===== src/rtl/riscv_mem_arbiter_if.sv =====
// Bus bundle between the core fetch/data ports, the arbiter and the unified memory.
// slave: arbiter view; master: core + memory environment view.
interface riscv_mem_arbiter_if #(
   parameter int unsigned XLEN = 32
);
   logic [XLEN-1:0] imem_addr;
   logic            imem_req;
   logic [31:0]     imem_rdata;
   logic            imem_ready;

   logic [XLEN-1:0] dmem_addr;
   logic [XLEN-1:0] dmem_wdata;
   logic [3:0]      dmem_we;
   logic            dmem_req;
   logic [XLEN-1:0] dmem_rdata;
   logic            dmem_ready;

   logic [XLEN-1:0] mem_addr;
   logic [XLEN-1:0] mem_wdata;
   logic [3:0]      mem_we;
   logic            mem_req;
   logic            mem_gnt;
   logic            mem_rvalid;
   logic [XLEN-1:0] mem_rdata;

   logic            arb_err;

   modport slave (
      input  imem_addr, imem_req, dmem_addr, dmem_wdata, dmem_we, dmem_req,
             mem_gnt, mem_rvalid, mem_rdata,
      output imem_rdata, imem_ready, dmem_rdata, dmem_ready,
             mem_addr, mem_wdata, mem_we, mem_req, arb_err
   );

   modport master (
      output imem_addr, imem_req, dmem_addr, dmem_wdata, dmem_we, dmem_req,
             mem_gnt, mem_rvalid, mem_rdata,
      input  imem_rdata, imem_ready, dmem_rdata, dmem_ready,
             mem_addr, mem_wdata, mem_we, mem_req, arb_err
   );
endinterface


===== src/rtl/riscv_mem_arbiter.sv =====
// Fetch/data arbiter for a single-ported unified memory; data has priority with a streak limit.
// Optional watchdog enabled by defining RISCV_ARB_TIMEOUT_EN.
module riscv_mem_arbiter #(
   parameter int unsigned XLEN           = 32,
   parameter int unsigned DSTREAK_MAX    = 4,
   parameter int unsigned TIMEOUT_CYCLES = 256
) (
   input logic                clk,
   input logic                rst,
   riscv_mem_arbiter_if.slave bus
);

   typedef enum logic [1:0] {StIdle, StReq, StResp, StDone} state_e;

   localparam logic [3:0] StreakMax = 4'(DSTREAK_MAX);

   state_e          state_q;
   logic [3:0]      streak_q;
   logic            src_data_q;
   logic            grant_data;
   logic            tmo_fire;
   logic            finish;
   logic [XLEN-1:0] resp_data;

   // Data wins unless a fetch has waited through a full data streak.
   assign grant_data = bus.dmem_req && !(bus.imem_req && streak_q == StreakMax);
   assign finish     = (state_q == StResp && bus.mem_rvalid) || tmo_fire;
   assign resp_data  = tmo_fire ? XLEN'(32'hDEAD_BEEF) : bus.mem_rdata;

`ifdef RISCV_ARB_TIMEOUT_EN
   localparam int unsigned TmoW    = $clog2(TIMEOUT_CYCLES + 1);
   localparam logic [TmoW-1:0] TmoLast = TmoW'(TIMEOUT_CYCLES - 1);

   logic [TmoW-1:0] tmo_q;

   assign tmo_fire = (tmo_q == TmoLast) &&
                     ((state_q == StReq && !bus.mem_gnt) || (state_q == StResp && !bus.mem_rvalid));

   always_ff @(posedge clk) begin
      if (rst) begin
         tmo_q       <= '0;
         bus.arb_err <= 1'b0;
      end else begin
         if (state_q == StReq || state_q == StResp) begin
            tmo_q <= tmo_q + TmoW'(1);
         end else begin
            tmo_q <= '0;
         end
         if (tmo_fire) begin
            bus.arb_err <= 1'b1;
         end
      end
   end
`else
   logic unused_tmo_cfg;

   assign unused_tmo_cfg = ^TIMEOUT_CYCLES;
   assign tmo_fire       = 1'b0;
   assign bus.arb_err    = 1'b0;
`endif

   always_ff @(posedge clk) begin
      if (rst) begin
         state_q        <= StIdle;
         streak_q       <= '0;
         src_data_q     <= 1'b0;
         bus.mem_addr   <= '0;
         bus.mem_wdata  <= '0;
         bus.mem_we     <= '0;
         bus.mem_req    <= 1'b0;
         bus.imem_rdata <= '0;
         bus.imem_ready <= 1'b0;
         bus.dmem_rdata <= '0;
         bus.dmem_ready <= 1'b0;
      end else begin
         bus.imem_ready <= 1'b0;
         bus.dmem_ready <= 1'b0;
         unique case (state_q)
            StIdle: begin
               if (grant_data) begin
                  bus.mem_addr  <= bus.dmem_addr;
                  bus.mem_wdata <= bus.dmem_wdata;
                  bus.mem_we    <= bus.dmem_we;
                  bus.mem_req   <= 1'b1;
                  src_data_q    <= 1'b1;
                  state_q       <= StReq;
                  if (!bus.imem_req) begin
                     streak_q <= '0;
                  end else if (streak_q != StreakMax) begin
                     streak_q <= streak_q + 4'd1;
                  end
               end else if (bus.imem_req) begin
                  bus.mem_addr  <= bus.imem_addr;
                  bus.mem_wdata <= '0;
                  bus.mem_we    <= '0;
                  bus.mem_req   <= 1'b1;
                  src_data_q    <= 1'b0;
                  state_q       <= StReq;
                  streak_q      <= '0;
               end
            end
            StReq, StResp: begin
               if (state_q == StReq && bus.mem_gnt) begin
                  bus.mem_req <= 1'b0;
                  state_q     <= StResp;
               end else if (finish) begin
                  bus.mem_req <= 1'b0;
                  state_q     <= StDone;
                  if (src_data_q) begin
                     bus.dmem_rdata <= resp_data;
                     bus.dmem_ready <= 1'b1;
                  end else begin
                     bus.imem_rdata <= resp_data[31:0];
                     bus.imem_ready <= 1'b1;
                  end
               end
            end
            StDone:  state_q <= StIdle;
            default: state_q <= StIdle;
         endcase
      end
   end

endmodule


===== src/flat_wrapper.sv =====
// flat-port wrapper written by rule: the top's interface ports become plain ports
module riscv_mem_arbiter_flat 
#(
   parameter int unsigned XLEN           = 32,
   parameter int unsigned DSTREAK_MAX    = 4,
   parameter int unsigned TIMEOUT_CYCLES = 256
)
  (clk, rst, bus_imem_addr, bus_imem_req, bus_dmem_addr, bus_dmem_wdata, bus_dmem_we, bus_dmem_req, bus_mem_gnt, bus_mem_rvalid, bus_mem_rdata, bus_imem_rdata, bus_imem_ready, bus_dmem_rdata, bus_dmem_ready, bus_mem_addr, bus_mem_wdata, bus_mem_we, bus_mem_req, bus_arb_err);
  riscv_mem_arbiter_if #(.XLEN(XLEN)) bus_i ();
  input logic clk;
  input logic rst;
  input wire logic [$bits(bus_i.imem_addr)-1:0] bus_imem_addr;
  input wire logic [$bits(bus_i.imem_req)-1:0] bus_imem_req;
  input wire logic [$bits(bus_i.dmem_addr)-1:0] bus_dmem_addr;
  input wire logic [$bits(bus_i.dmem_wdata)-1:0] bus_dmem_wdata;
  input wire logic [$bits(bus_i.dmem_we)-1:0] bus_dmem_we;
  input wire logic [$bits(bus_i.dmem_req)-1:0] bus_dmem_req;
  input wire logic [$bits(bus_i.mem_gnt)-1:0] bus_mem_gnt;
  input wire logic [$bits(bus_i.mem_rvalid)-1:0] bus_mem_rvalid;
  input wire logic [$bits(bus_i.mem_rdata)-1:0] bus_mem_rdata;
  output wire logic [$bits(bus_i.imem_rdata)-1:0] bus_imem_rdata;
  output wire logic [$bits(bus_i.imem_ready)-1:0] bus_imem_ready;
  output wire logic [$bits(bus_i.dmem_rdata)-1:0] bus_dmem_rdata;
  output wire logic [$bits(bus_i.dmem_ready)-1:0] bus_dmem_ready;
  output wire logic [$bits(bus_i.mem_addr)-1:0] bus_mem_addr;
  output wire logic [$bits(bus_i.mem_wdata)-1:0] bus_mem_wdata;
  output wire logic [$bits(bus_i.mem_we)-1:0] bus_mem_we;
  output wire logic [$bits(bus_i.mem_req)-1:0] bus_mem_req;
  output wire logic [$bits(bus_i.arb_err)-1:0] bus_arb_err;
  assign bus_i.imem_addr = bus_imem_addr;
  assign bus_i.imem_req = bus_imem_req;
  assign bus_i.dmem_addr = bus_dmem_addr;
  assign bus_i.dmem_wdata = bus_dmem_wdata;
  assign bus_i.dmem_we = bus_dmem_we;
  assign bus_i.dmem_req = bus_dmem_req;
  assign bus_i.mem_gnt = bus_mem_gnt;
  assign bus_i.mem_rvalid = bus_mem_rvalid;
  assign bus_i.mem_rdata = bus_mem_rdata;
  assign bus_imem_rdata = bus_i.imem_rdata;
  assign bus_imem_ready = bus_i.imem_ready;
  assign bus_dmem_rdata = bus_i.dmem_rdata;
  assign bus_dmem_ready = bus_i.dmem_ready;
  assign bus_mem_addr = bus_i.mem_addr;
  assign bus_mem_wdata = bus_i.mem_wdata;
  assign bus_mem_we = bus_i.mem_we;
  assign bus_mem_req = bus_i.mem_req;
  assign bus_arb_err = bus_i.arb_err;
  riscv_mem_arbiter #(.XLEN(XLEN), .DSTREAK_MAX(DSTREAK_MAX), .TIMEOUT_CYCLES(TIMEOUT_CYCLES)) u_core (.clk(clk), .rst(rst), .bus(bus_i));
endmodule

===== config.mk =====
export PLATFORM = sky130hd
export DESIGN_NAME = riscv_mem_arbiter_flat
export DESIGN_NICKNAME = d
export VERILOG_FILES = /design/src/rtl/riscv_mem_arbiter_if.sv /design/src/rtl/riscv_mem_arbiter.sv /design/src/flat_wrapper.sv
export SDC_FILE = /design/constraint.sdc
export NUM_CORES = 1
export LEC_CHECK = 0
export CAP_MARGIN = 5
export CORE_MARGIN = 3
export CORE_UTILIZATION = 30
export DETAILED_ROUTE_END_ITERATION = 10
export GPL_TIMING_DRIVEN = 0
export PLACE_DENSITY = 0.71
export SLEW_MARGIN = 20
export SYNTH_ARGS = -nofsm -noshare
export SYNTH_HDL_FRONTEND = slang
export SYNTH_SLANG_ARGS = --single-unit
export TNS_END_PERCENT = 1

===== constraint.sdc =====
create_clock -name clk -period 3.3 [get_ports clk]
set_input_delay 0.66 -clock clk [delete_from_list [all_inputs] [get_ports clk]]
set_output_delay 0.66 -clock clk [all_outputs]
set_load 0.05 [all_outputs]

# ---- After elaboration in Yosys (flattened, before gate mapping)
# Cells that the tools add are included.
dict set report word_totals {
  reg_bits 142
  latch_bits 0
  ramBits 0
  mem_bits_ro 0
  input_bits 138
  out_inout_bits 136
  elab_cells 63
  n_memories 0
}
dict set report classes {
  addsub 1
  n_mul 0
  div_mod_pow 0
  n_lt_le_gt_ge 0
  n_eq_ne 8
  shifts 0
  muxes 23
  n_bitwise 4
  reduce_logical 16
}
# cell n
set ops {}
lappend ops {{two-way mux 32 bit} 4}
lappend ops {{two-way mux 4 bit} 5}
lappend ops {{two-way mux 1 bit} 8}
lappend ops {{two-way mux 2 bit} 4}
lappend ops {{AND reduction 4 bit} 2}
lappend ops {{one-hot mux 2 bit (3 select lines)} 1}
lappend ops {{AND reduction 3 bit} 2}
lappend ops {{adder 4 x 1 -> 4 bit (second input constant)} 1}
lappend ops {{equality test 2 bit (second input constant)} 2}
lappend ops {{equality test 4 x 3 -> 1 bit (second input constant)} 1}
lappend ops {{logical AND 1 bit} 4}
lappend ops {{!= test 4 x 3 -> 1 bit (second input constant)} 1}
lappend ops {{inverter 1 bit} 4}
lappend ops {{AND reduction 2 bit} 2}
lappend ops {{nonzero test 2 bit} 2}
lappend ops {{OR reduction 4 bit} 1}
lappend ops {{!= test 3 x 1 -> 1 bit (second input constant)} 1}
lappend ops {{!= test 3 x 2 -> 1 bit (second input constant)} 1}
lappend ops {{!= test 3 bit (second input constant)} 1}
lappend ops {{equality test 2 x 1 -> 1 bit (second input constant)} 1}
lappend ops {{zero test 2 bit} 1}
lappend ops {{one-hot mux 1 bit (2 select lines)} 1}
lappend ops {{OR reduction 2 bit} 1}
lappend ops {{zero test 1 bit} 1}

# ---- Longest topological paths before layout
dict set report depth {
  depth_word 6
  mapped_depth 8
}

# ---- Worst setup path after synthesis
# No wires, ideal clock.
dict set report synth_timing {
  path_kind {flip-flop to flip-flop}
  from {reg u_core.state_q[0]}
  to {reg u_core.bus.imem_rdata[2]}
  setup_ns 0.116
  t_arrival_ns 1.833
  required_time_ns 3.184
  setup_slack_ns 1.350
  stages_incl_launch_ff 9
  synth_period_minus_slack_ns 1.950
  path_cell_list {dfxtp_1 inv_1 ha_1 a21bo_1 buf_6 or3_1 buf_2 buf_6 a31o_2}
}
dict set report synth_via {
  elab_chain_cells 4
  elab_cells_between_ends 7
  cone_classes {2 x eq/ne; 1 x bitwise; 4 x reduce/logical}
}
# item line_no
set synth_rtl {}
lappend synth_rtl {{start, declared} riscv_mem_arbiter.sv:17} ;# state_e state_q;
lappend synth_rtl {{start signal, assigned} riscv_mem_arbiter.sv:64} ;# state_q <= StIdle;
lappend synth_rtl {{start signal, assigned} riscv_mem_arbiter.sv:86} ;# state_q <= StReq;
lappend synth_rtl {{start signal, assigned} riscv_mem_arbiter.sv:98} ;# state_q <= StReq;
lappend synth_rtl {{equality test 2 x 1 -> 1 bit} {riscv_mem_arbiter.sv:78, riscv_mem_arbiter.sv:103}}
lappend synth_rtl {{logical AND 1 bit} riscv_mem_arbiter.sv:103} ;# if (state_q == StReq && bus.mem_gnt) begin
lappend synth_rtl {{inverter 1 bit (no line)} --}
lappend synth_rtl {{AND reduction 4 bit (no line) (*)} --}
lappend synth_rtl {{end signal, assigned} riscv_mem_arbiter.sv:113} ;# bus.imem_rdata <= resp_data[31:0];
lappend synth_rtl {{end, declared} riscv_mem_arbiter_if.sv:31} ;# output imem_rdata, imem_ready, dmem_rdata, dmem_ready,
# Every way passes the cells marked *; elsewhere a longest branch is shown, timed or not.
# A chain may end at the register's enable or synchronous reset.

# ---- Final worst setup path
dict set report layout_timing {
  from {in bus_dmem_req}
  to {reg u_core.bus.mem_addr[2] (netlist name)}
}
dict set report layout_via {
  elab_chain_cells 3
  elab_cells_between_ends 4
  cone_classes {1 x mux; 3 x reduce/logical}
}
# item line_no
set layout_rtl {}
lappend layout_rtl {{start, declared} flat_wrapper.sv:17} ;# input wire logic [$bits(bus_i.dmem_req)-1:0] bus_dmem_req;
lappend layout_rtl {{logical AND 1 bit (*)} riscv_mem_arbiter.sv:26} ;# assign grant_data = bus.dmem_req && !(bus.imem_req && streak_q == StreakMax);
lappend layout_rtl {{nonzero test 2 bit (no line)} --}
lappend layout_rtl {{AND reduction 2 bit (no line)} --}
lappend layout_rtl {{end signal, assigned} riscv_mem_arbiter.sv:81} ;# bus.mem_addr <= bus.dmem_addr;
lappend layout_rtl {{end signal, assigned} riscv_mem_arbiter.sv:93} ;# bus.mem_addr <= bus.imem_addr;
lappend layout_rtl {{end, declared} riscv_mem_arbiter_if.sv:32} ;# mem_addr, mem_wdata, mem_we, mem_req, arb_err
# Marked as above.

==> run metrics <==
status completed; Initial DRT Pass Iterations 5; pin count of the biggest net entering global routing 17; Hold Vio Cnt, Final 0; Unique masters post-synth 40; worst skew pair latency 0.42 ns; Max-Cap Viols 0; YS warnings 0; multi-input gate area in the final layout 2590 um^2; Post-Syn Area 5790 um^2; crit path cell chain clkdlybuf4s50_1 > buf_2 > o21ai_1 > clkbuf_1 > a31oi_1 > a21oi_1; Worst Tran Pin Value approximately 0.8 ns; Crit. Startpoint bus_dmem_req; initial DRC count 280; Max H-tree Level 4; cell leakage power 3.45 nW; post-CTS sizing 0; Routed WL a little over 20000 um; initial core utilization 0.307; Worst Path Required 3.65 ns; DRT antenna net count 0; total CTS buffers 17; routed len/inst 17.1 um; Fin Hold WS 0.459 ns; fin nets 1062; startpoint types input port; Core Box Area 18800 um^2; Crit-path slowest cell o21ai_1; Max FO, Critical Path 10; # Post-CTS Setup Buffers 0; CTS sink cnt around 140; Post-CTS Hold Buffers 0; Die Ht ~140 um; most common cell after layout, fill and taps aside clkdlybuf4s50_1; CTS tree done; FMAX 0.433 GHz; Worst Skew about 0.0064 ns; Post-Route Utilization 0.498; Seq. cell area 2840 um^2; detailed-route via count a little under 6000; Port Buf Inserts 271; sequential area share after synthesis 0.491; worst vdd ir 379 uV; Die W 145 um; post-synthesis register bit count ~140; CP delay by family, top buffers and inverters; crit path DAT 2.66 ns; commonest non-fill, non-tap cells in the layout 271 x clkdlybuf4s50_1, 142 x dfxtp_1, 66 x o21ai_0; slowest stage delay, CP 0.63 ns; gate count after technology mapping 628; post-synth net total 772; unrepaired setup endpoints after global routing false; Pins Over Slew Limit 0; vias in the first global route 5760; total gr overflow 0; clock-pin slew on the worst setup and hold paths 0.06 ns; DRC errors left 0; Pwr Total 6.48 mW; min cycle time layout ~2.3 ns; Levels on crit path 6; full die area around 21000 um^2; area delta synth->final 62.0%; worst-case reg-to-reg path depth 8; layout cell share with drive strength beyond 1 0.0816; R2R Setup Slk 1.21 ns; global-route wire length before repair ~30000 um; Max-slew headroom 0.473; Rows 50; setup TNS 0 ns; Critical R2R Launch u_core.state_q[0]$_SDFFE_PP0P_; WS Path Type input port to register; fraction of registers with async set or reset after synthesis 0; dominant synthesized flop cell dfxtp_1; DP Area 8820 um^2; detailed-route vias per instance 5.01; Hold Path Class register to register; PD cells 692 nW/um^2; GRT Overall Usage 0.186; FF-to-FF End u_core.bus.imem_rdata[26]$_SDFFE_PP0P_; I/O pin cnt between 200 and 300; Final Instance Area approximately 9400 um^2; number of synthesized flops with an enable pin 0; deepest clock path buffer count 2; Final period util 0.700; initial antenna violation count 0; Setup-failing EPs final 0; crit end category register; DP HPWL 15100 um; Avg Inst Size Synth a little over 9 um^2; Root Buffer clkbuf_16; # diodes 0; fill count 1781; Routability Congestion 0.837; Bufs and invs on worst path 3; Setup crit end u_core.bus.mem_addr[2]$_SDFFE_PP0P_
[flip-flops by register name, summed over array words and instances (netlist names), 2 cells and up]
name / count
u_core.bus.dmem_rdata: 32
u_core.bus.imem_rdata: 32
u_core.bus.mem_addr: 32
u_core.bus.mem_wdata: 32
u_core.bus.mem_we: 4
u_core.streak_q: 4
u_core.state_q: 2
[cells in the mapped netlist, types with 2 or more instances]
cell type	n	share of area
nand4_1	3	0.0032
nand2b_1	32	0.035
nand3_1	2	0.0017
or3_1	2	0.0022
a31oi_1	34	0.037
a31o_2	30	0.045
buf_2	4	0.0035
nor2_1	39	0.025
nand2_1	38	0.025
mux2i_1	32	0.055
inv_1	6	0.0039
o21ai_0	66	0.057
dfxtp_1	142	0.49
clkbuf_1	57	0.037
a31o_1	3	0.0045
a32oi_1	36	0.054
buf_6	7	0.014
nor4_1	33	0.036
a21oi_1	36	0.031
ha_1	6	0.013
[worst register-to-register path: cells and delay by family (launching register included)]
family          cells  cell delay (ns)
buf+inv             4             0.55
fa+ha+maj           1             0.34
simple gates        1             0.29
flops               1             0.36
compound gates      2             0.46
[report_power, final]
part	total, mW	switching, mW	internal (mW)
clock network	1.81	0.773	1.04
registers	2.07	0.119	1.95
logic	2.60	1.71	0.889
total	6.48	2.61	3.88
[per-stage QoR]
| stage | instances | setup slack (ns) |
|---|---|---|
| after floorplan | 628 | 1.35 |
| after global placement | 1159 | 0.570 |
| after detailed placement | 1159 | 0.545 |
| after CTS | 1191 | 0.994 |
| after global routing | 1191 | 0.809 |
| final | 1191 | 0.989 |
[cells by family after synthesis]
| logic type | share of synthesized area |
|---|---|
| AND/OR/NAND/NOR | 0.141 |
| multiplexers | 0.0554 |
| AO/OA/AOI/OAI | 0.239 |
| adder cells (fa/ha/maj) | 0.0130 |
| other | 0.000648 |
| flip-flops | 0.491 |
| buffers and inverters | 0.0605 |
[metal layers]
metal | track usage | wire (um)
met5 | 0 | 0
met4 | 0.0633 | 436
met3 | 0.0611 | 1570
met2 | 0.304 | 9660
met1 | 0.232 | 8720
[cell type report]
type	instances	area share
Timing Repair Buffer	271	0.289
Clock inverter	13	0.0124
Tap cell	260	0.0347
Clock buffer	19	0.0462
Inverter	7	0.00280
Multi-Input combinational cell	409	0.277
Buffer	70	0.0346
Sequential cell	142	0.303
[worst min-delay path by stage]
stage                                                start  depth (start not counted)                                      to
CTS                 u_core.bus.dmem_rdata[29]$_SDFFE_PP0P_                          2  u_core.bus.dmem_rdata[29]$_SDFFE_PP0P_
global route        u_core.bus.dmem_rdata[10]$_SDFFE_PP0P_                          2  u_core.bus.dmem_rdata[10]$_SDFFE_PP0P_
global placement    u_core.bus.dmem_rdata[23]$_SDFFE_PP0P_                          2  u_core.bus.dmem_rdata[23]$_SDFFE_PP0P_
finish               u_core.bus.dmem_rdata[2]$_SDFFE_PP0P_                          2   u_core.bus.dmem_rdata[2]$_SDFFE_PP0P_
floorplan                  u_core.streak_q[1]$_SDFFE_PP0P_                          2         u_core.streak_q[1]$_SDFFE_PP0P_
detailed placement  u_core.bus.dmem_rdata[21]$_SDFFE_PP0P_                          2  u_core.bus.dmem_rdata[21]$_SDFFE_PP0P_
No activity file was read; power rests on OpenSTA's default activity.
